`src/rtl/cpm_egress_fifo.sv`:
```
// ============================================================================
// cpm_egress_fifo
// ----------------------------------------------------------------------------
// Elastic buffer placed directly after the CPM packet modifier. Packets
// (id, opcode, payload) are accepted on a valid/ready input, stored in order
// in a DEPTH-entry ring, and presented on a registered valid/ready output that
// stays stable while the sink stalls. in_ready depends only on registered
// state, so sink back-pressure never reaches the modifier combinationally.
//
// Optional feature macro: CPM_EGRESS_STATS_EN
//   defined   -> statistics counters (packets delivered, occupancy high-water
//                mark, stall cycles) are implemented, cleared by stats_clr.
//   undefined -> statistics outputs are tied to 0 and stats_clr is ignored.
//
// Ports:
//   clk            clock, all state updates on the rising edge
//   rst            asynchronous active-low reset
//   in_valid       upstream packet valid
//   in_ready       FIFO can accept a packet (registered)
//   in_id          packet id
//   in_opcode      packet opcode
//   in_payload     packet payload
//   out_valid      head packet valid (registered)
//   out_ready      sink accepts head packet
//   out_id         head id (registered)
//   out_opcode     head opcode (registered)
//   out_payload    head payload (registered)
//   occupancy      number of stored packets
//   stats_clr      synchronous clear of the statistics counters
//   stat_pkt_cnt   packets delivered, wraps at 2^32
//   stat_hwm       occupancy high-water mark
//   stat_stall_cyc cycles with out_valid=1 and out_ready=0, saturating
// ============================================================================
module cpm_egress_fifo #(
    parameter int DEPTH = 4,
    parameter int CW    = $clog2(DEPTH + 1)
) (
    input  logic          clk,
    input  logic          rst,
    input  logic          in_valid,
    output logic          in_ready,
    input  logic [3:0]    in_id,
    input  logic [3:0]    in_opcode,
    input  logic [15:0]   in_payload,
    output logic          out_valid,
    input  logic          out_ready,
    output logic [3:0]    out_id,
    output logic [3:0]    out_opcode,
    output logic [15:0]   out_payload,
    output logic [CW-1:0] occupancy,
    input  logic          stats_clr,
    output logic [31:0]   stat_pkt_cnt,
    output logic [CW-1:0] stat_hwm,
    output logic [15:0]   stat_stall_cyc
);

    localparam int AW = $clog2(DEPTH);
    localparam int EW = 24;

    // Storage and pointers
    logic [EW-1:0]   mem_r [DEPTH];
    logic [AW-1:0]   wr_ptr_r;
    logic [AW-1:0]   rd_ptr_r;
    logic [CW-1:0]   occ_r;
    logic            out_valid_r;
    logic            in_ready_r;
    logic [EW-1:0]   head_r;

    // Next-state signals
    logic            push_s;
    logic            pop_s;
    logic [CW-1:0]   occ_nxt_s;
    logic [AW-1:0]   wr_nxt_s;
    logic [AW-1:0]   rd_nxt_s;
    logic            head_load_s;
    logic [EW-1:0]   head_nxt_s;
    logic [EW-1:0]   in_entry_s;

    assign in_entry_s = {in_id, in_opcode, in_payload};
    assign push_s     = in_valid && in_ready_r;
    assign pop_s      = out_valid_r && out_ready;

    // Occupancy, pointer and head-entry next-state computation
    always_comb begin
        occ_nxt_s   = occ_r;
        wr_nxt_s    = wr_ptr_r;
        rd_nxt_s    = rd_ptr_r;
        head_load_s = 1'b0;
        head_nxt_s  = head_r;

        if (push_s && !pop_s) begin
            occ_nxt_s = occ_r + CW'(1);
        end else if (!push_s && pop_s) begin
            occ_nxt_s = occ_r - CW'(1);
        end else begin
            occ_nxt_s = occ_r;
        end

        if (push_s) begin
            wr_nxt_s = wr_ptr_r + AW'(1);
        end else begin
            wr_nxt_s = wr_ptr_r;
        end

        if (pop_s) begin
            rd_nxt_s = rd_ptr_r + AW'(1);
        end else begin
            rd_nxt_s = rd_ptr_r;
        end

        // The head register is reloaded whenever the head moves (pop) or the
        // FIFO was empty, provided something remains to present. If the new
        // head slot is the one being written this cycle (empty FIFO, or a
        // push+pop at occupancy 1) the data is taken straight from the input.
        head_load_s = (pop_s || (occ_r == CW'(0))) && (occ_nxt_s != CW'(0));
        if (push_s && (rd_nxt_s == wr_ptr_r)) begin
            head_nxt_s = in_entry_s;
        end else begin
            head_nxt_s = mem_r[rd_nxt_s];
        end
    end

    // Packet storage write port; contents are intentionally not reset
    always_ff @(posedge clk) begin
        if (push_s) begin
            mem_r[wr_ptr_r] <= in_entry_s;
        end
    end

    // Control state and registered output stage
    always_ff @(posedge clk or negedge rst) begin
        if (!rst) begin
            wr_ptr_r    <= '0;
            rd_ptr_r    <= '0;
            occ_r       <= '0;
            out_valid_r <= 1'b0;
            in_ready_r  <= 1'b1;
            head_r      <= '0;
        end else begin
            wr_ptr_r    <= wr_nxt_s;
            rd_ptr_r    <= rd_nxt_s;
            occ_r       <= occ_nxt_s;
            out_valid_r <= (occ_nxt_s != CW'(0));
            in_ready_r  <= (occ_nxt_s != CW'(DEPTH));
            if (head_load_s) begin
                head_r <= head_nxt_s;
            end
        end
    end

    assign in_ready    = in_ready_r;
    assign out_valid   = out_valid_r;
    assign occupancy   = occ_r;
    assign out_id      = head_r[23:20];
    assign out_opcode  = head_r[19:16];
    assign out_payload = head_r[15:0];

`ifdef CPM_EGRESS_STATS_EN
    logic [31:0]   pkt_cnt_r;
    logic [CW-1:0] hwm_r;
    logic [15:0]   stall_cyc_r;

    // Statistics counters; a clear wins over any same-cycle update
    always_ff @(posedge clk or negedge rst) begin
        if (!rst) begin
            pkt_cnt_r   <= 32'd0;
            hwm_r       <= '0;
            stall_cyc_r <= 16'd0;
        end else if (stats_clr) begin
            pkt_cnt_r   <= 32'd0;
            hwm_r       <= '0;
            stall_cyc_r <= 16'd0;
        end else begin
            if (pop_s) begin
                pkt_cnt_r <= pkt_cnt_r + 32'd1;
            end
            if (occ_nxt_s > hwm_r) begin
                hwm_r <= occ_nxt_s;
            end
            if (out_valid_r && !out_ready && (stall_cyc_r != 16'hFFFF)) begin
                stall_cyc_r <= stall_cyc_r + 16'd1;
            end
        end
    end

    assign stat_pkt_cnt   = pkt_cnt_r;
    assign stat_hwm       = hwm_r;
    assign stat_stall_cyc = stall_cyc_r;
`else
    logic unused_stats_clr_s;

    assign unused_stats_clr_s = stats_clr;
    assign stat_pkt_cnt       = 32'd0;
    assign stat_hwm           = '0;
    assign stat_stall_cyc     = 16'd0;
`endif

endmodule

```
`config.mk`:
```
export PLATFORM = sky130hd
export DESIGN_NAME = cpm_egress_fifo
export DESIGN_NICKNAME = d
export VERILOG_FILES = /design/src/rtl/cpm_egress_fifo.sv
export SDC_FILE = /design/constraint.sdc
export NUM_CORES = 1
export LEC_CHECK = 0
export ABC_AREA = 0
export BUFFER_PORTS_ARGS = -buffer_cell sky130_fd_sc_hd__buf_2
export CAP_MARGIN = 20
export CORE_MARGIN = 2
export CORE_UTILIZATION = 53
export CTS_BUF_LIST = sky130_fd_sc_hd__clkbuf_2 sky130_fd_sc_hd__clkbuf_4 sky130_fd_sc_hd__clkbuf_8
export CTS_CLUSTER_DIAMETER = 120
export DETAILED_ROUTE_END_ITERATION = 8
export PLACE_DENSITY = 0.81
export SLEW_MARGIN = 25
export SYNTH_ARGS = -nofsm -noshare
export SYNTH_HDL_FRONTEND = slang
export SYNTH_SLANG_ARGS = --single-unit
export TNS_END_PERCENT = 10
```
`constraint.sdc`:
```
create_clock -name clk -period 2.3 [get_ports clk]
set_input_delay 0.345 -clock clk [delete_from_list [all_inputs] [get_ports clk]]
set_output_delay 0.345 -clock clk [all_outputs]
set_load 0.005 [all_outputs]
```
Word level (Yosys, flattened, before mapping)

Memories as Yosys holds them, arrays and structs flattened. A register that Yosys moved wholly into a read port is not among the register bits.
Index checks and enable logic that the tools add are counted.

Add/subtract/negate cells: 4
Eq/ne operators: 1
Mux-type cells: 5
Reduce and logical (&&, ||, !) cells: 11

Operator list:

| operator                                         | number |
|---|---|
| 2-to-1 mux 3 bit                                 | 2 |
| logical AND 1 bit                                | 5 |
| adder 2 x 1 -> 2 bit, second input constant      | 2 |
| adder 3 x 1 -> 3 bit, second input constant      | 1 |
| zero test 1 bit                                  | 3 |
| zero test 3 bit                                  | 1 |
| inequality test 3 bit, second input constant     | 1 |
| nonzero test 3 bit                               | 1 |
| subtractor 3 x 1 -> 3 bit, second input constant | 1 |
| 2-to-1 mux 1 bit                                 | 2 |
| 2-to-1 mux 2 bit                                 | 1 |
| logical OR 1 bit                                 | 1 |

Bits in registers: 9
Bits in writable memories: 96
Output and inout bits: 80
Memories: 1

Memory list:

| memory | words | width | read ports | clocked after memory_dff | write ports | RTL line | text |
|---|---|---|---|---|---|---|---|
| mem_r  | 4     | 24    | 1          | 1                        | 1           | 61       | `logic [EW-1:0] mem_r [DEPTH];` |

Longest topological paths before layout

Depth in word-level cells: 7
Depth in mapped cells: 8
Mapped depth without buffers: 7

Worst setup path after synthesis

OpenSTA, ideal clock, no wires.

Kind: register -> register
Start: register occ_r[0] (netlist: occupancy[0])
End: register head_r[10] (read register of mem_r)
Data arrival time: 2,118 ps
Data required time: 2,175 ps
Setup slack: 57 ps
Cell stages (with the launch flop): 8
Path buffers: 1
Clock period less this slack: 2,243 ps
Cell sequence: dfrtp_1 inv_1 ha_1 or4_1 o311ai_2 a221oi_4 buf_6 mux2_4

Longest elaborated chain between the ends: 5
Elaborated cells between the ends (all ways): 8

RTL lines:

| what                      | RTL line | text |
|---|---|---|
| start, declared           | 64       | `logic [CW-1:0] occ_r;` |
| start signal, assigned    | 142      | `occ_r <= occ_nxt_s;` |
| subtractor 3 x 1 -> 3 bit | 94       | `occ_nxt_s = occ_r - CW'(1);` |
| 2-to-1 mux 3 bit          | 93       | `end else if (!push_s && pop_s) begin` |
| 2-to-1 mux 3 bit          | 91       | `if (push_s && !pop_s) begin` |
| nonzero test 3 bit        | 115      | `head_load_s = (pop_s \|\| (occ_r == CW'(0))) && (occ_nxt_s != CW'(0));` |
| logical AND 1 bit (*)     | 115      |  |
| end, declared             | 67       | `logic [EW-1:0] head_r;` |

Every way passes the cells marked *; elsewhere a longest branch is shown, timed or not.
A chain may end at the register's enable or synchronous reset.

Final worst setup path

Start: register occ_r[1] (netlist: occupancy[1])
End: register head_r[23] (read register of mem_r)

The elaborated chain is that of the path after synthesis.

==> results.json <==
{
  "synth_fa_ha_area_frac": 0.01273,
  "cts_buffer_depth": 2,
  "n_antenna_cell": 0,
  "wl_per_cell_um": 17.43,
  "grt-ovfl-total": 0,
  "insertion_delay_ns": 0.44,
  "finalNetCount": 556,
  "met1_length_um": 4938,
  "worst-path-max-fanout": 15,
  "antenna_found_initial": 1,
  "grt_pass1_wl_um": 19820,
  "yosys_warnings": 0,
  "required_ns": 2.63,
  "synth_edf_count": 96,
  "drt-initial-drc-count": 188,
  "cp_slowest_cell": "or4_1",
  "p_leak_nw": 3.424,
  "die_h_um": 117.9,
  "fp.dieW_um": 117.9,
  "post-place-cells": 672,
  "drcViolationCount": 0,
  "synth_top_family_by_area": "multiplexers",
  "maxCapViolations": 0,
  "worstPathCellList": "inv_1 -> ha_1 -> or4_1 -> o311ai_2 -> a221oi_4 -> buf_12 -> mux2_4",
  "dieArea_um2": 13910,
  "grt_use_total": 0.1891,
  "hold_buffers": 0,
  "setup_violations": 0,
  "vdd_drop_max_mv": 0.8777,
  "pwr-share-clk": 0.186,
  "reg2reg_slack_ns": 0.09,
  "ios": 109,
  "core_area_um2": 12670,
  "dpl_cell_area_um2": 7223,
  "p_comb_frac": 0.454,
  "p_switching_mw": 3.266,
  "synth_area_um2": 6880,
  "synth_cell_type_count": 36,
  "ff2ff_path_depth": 7,
  "powerDensity_nw_per_um2": 1300,
  "fin_ws_ns": 0.09002,
  "wl_um": 12290,
  "async_flop_share": 0.2558,
  "drv_slew": 0,
  "routed-wl-met2_um": 6596,
  "tightest_slew_ns": 0.9006,
  "intPower_mw": 6.636,
  "drtPass1Iterations": 4,
  "seq_area_frac_synth": 0.5392,
  "cts_tree": "built",
  "post-dp-hpwl_um": 7983,
  "grt_max_degree": 41,
  "hold_violations": 0,
  "crit_type": "flip-flop to flip-flop",
  "grt_pass1_vias": 3829,
  "drt-vias-per-instance": 5.220,
  "maxSlewHeadroom": 0.3996,
  "top_layer_used": "met5",
  "synthSimpleGateAreaFrac": 0.01782,
  "max_stage_delay_ns": 0.55,
  "regToRegEndpoint": "head_r[23]$_DFFE_PN0P_",
  "final.setup.tns_ns": 0,
  "syn_to_final_growth_pct": 10.73,
  "start_util": 0.5430,
  "dr_total_vias": 3680,
  "whs_ns": 0.02614,
  "wl_met3_um": 634,
  "final_layout_size_suffix_gt1_frac": 0.3189,
  "num_rows": 41,
  "crit_path_end_kind": "flip-flop",
  "port_buffers": 56,
  "fin_util": 0.6013,
  "rsz0062_at_grt": "no",
  "swShare": 0.3298,
  "seqPwrFrac": 0.360,
  "finalPower_mw": 9.902,
  "synth-compound-area-share": 0.01509,
  "dominantRegCellSynth": "edfxtp_1",
  "ys_seq_elements": 129,
  "syn_area_per_cell_um2": 15.43,
  "dp_slack_ns": 0.02754,
  "synth_xor_area_frac": 0.01109,
  "hold_path.class": "primary input to async pin",
  "gp_routability_congestion": 0.6986,
  "r2r_start": "occupancy[1]$_DFF_PN0_",
  "fin_skew_ns": 0.008275,
  "clkTransAtPathRegs_ns": 0.07,
  "fmax_mhz": 452.5,
  "numClockSinks": 129,
  "fin_crit_ns": 2.210,
  "fin_crit_sh": 0.9609,
  "synthMuxAreaShare": 0.3070,
  "netlist_instances": 446,
  "finalNonFillerCells": 705,
  "cts_made_buffers": 17,
  "status": "complete, no violations",
  "cp-start-kind": "flip-flop",
  "h-tree-depth": 4,
  "final_antenna_net_count": 0,
  "final_area_um2": 7619,
  "root_buffer": "clkbuf_8",
  "arrival_ns": 2.54
}
## layer usage
metal / vias up / track usage
met2: 109 / 0.3289
met3: 11 / 0.06444
li1: 1708 / -
met4: 2 / 0.06099
met1: 1850 / 0.2200
met5: - / 0
## cells by family (layout without fill, tap and decap cells)
| group | after synthesis | in the layout |
|---|---|---|
| muxes | 170 | 170 |
| DFF | 129 | 129 |
| buffers and inverters | 104 | 141 |
| and+or+nand+nor | 20 | 20 |
| AOI/OAI and AO/OA | 8 | 8 |
| adders and majority gates | 7 | 7 |
| xor gates and xnor gates | 7 | 7 |
| other | 1 | 51 |
## flip-flops by register name, indices dropped and copies added, names as in the netlist
signal	cells
head_r	24
in_ready	1
mem_r	96
occupancy	3
out_valid	1
rd_ptr_r	2
wr_ptr_r	2
## layout by cell type, fill, tap and decap left out, types with 2 or more instances in the layout
master,instances
bufinv_16,2
buf_2,56
buf_12,3
buf_4,20
clkinv_2,4
dfrtp_1,31
mux2i_1,121
clkbuf_8,17
mux4_2,23
clkinv_4,5
mux2_2,5
and3b_1,2
inv_1,28
clkinvlp_4,2
nor2_1,2
nand2_1,5
ha_1,7
mux2_4,20
xnor2_2,2
conb_1,51
and3_1,6
a21boi_0,2
edfxtp_1,96
xnor2_1,4
## critical path, delay by kind of cell, from the launching register on
kind | cells | cell delay, ns
compound gates | 2 | 0.28
fa+ha+maj | 1 | 0.32
buf+inv | 2 | 0.26
flops | 1 | 0.38
mux | 1 | 0.30
simple gates | 1 | 0.55
## power by group through the flow
stage	Sequential, mW	Clock, mW	Combinational, mW
after floorplan	3.53	0	3.55
after global placement	3.58	0	4.34
after detailed placement	3.62	0	4.50
after CTS	3.57	1.89	4.53
after global routing	3.65	2.00	4.86
final	3.57	1.84	4.49
## final cells by class
type | instances | area (µm²)
fillers | 973 | 5052
flip-flops and latches | 129 | 3714
multi-input cells | 263 | 2695
repair buffers | 80 | 501.7
clock buffers | 18 | 241.5
well taps | 172 | 215.2
clock inverters | 14 | 142.6
inverters | 29 | 108.9
## cell usage after synthesis, types with 2 or more instances
master / number / area, µm²
a21boi_0: 2 / 15.01
and3_1: 6 / 37.54
and3b_1: 2 / 17.52
buf_2: 11 / 55.05
buf_4: 56 / 420.4
buf_6: 3 / 33.78
buf_8: 2 / 30.03
clkbuf_1: 2 / 7.510
dfrtp_1: 32 / 800.8
edfxtp_1: 96 / 2883
ha_1: 7 / 87.58
inv_1: 29 / 108.9
mux2_2: 5 / 56.30
mux2_4: 20 / 300.3
mux2i_1: 121 / 1211
mux4_2: 23 / 518.0
nand2_1: 5 / 18.77
nor2_1: 2 / 7.510
xnor2_1: 4 / 35.03
xnor2_2: 2 / 32.53
## worst max-delay path by stage
stage | from | end | slack, ns
4_1_cts | occupancy[0]$_DFF_PN0_ | head_r[18]$_DFFE_PN0P_ | 0.02
6_report | occupancy[1]$_DFF_PN0_ | head_r[23]$_DFFE_PN0P_ | 0.09
2_1_floorplan | occupancy[0]$_DFF_PN0_ | head_r[10]$_DFFE_PN0P_ | 0.06
3_3_place_gp | occupancy[0]$_DFF_PN0_ | head_r[15]$_DFFE_PN0P_ | 0.07
3_5_place_dp | occupancy[0]$_DFF_PN0_ | head_r[16]$_DFFE_PN0P_ | 0.03
5_1_grt | occupancy[1]$_DFF_PN0_ | head_r[23]$_DFFE_PN0P_ | 0.003
## repair_timing
action / CTS / global route
resized for setup: 0 / 2
setup buffers: 0 / 1
endpoints found under the setup margin: 0 / 19
Note: power is estimated with default switching activity, not from simulation.
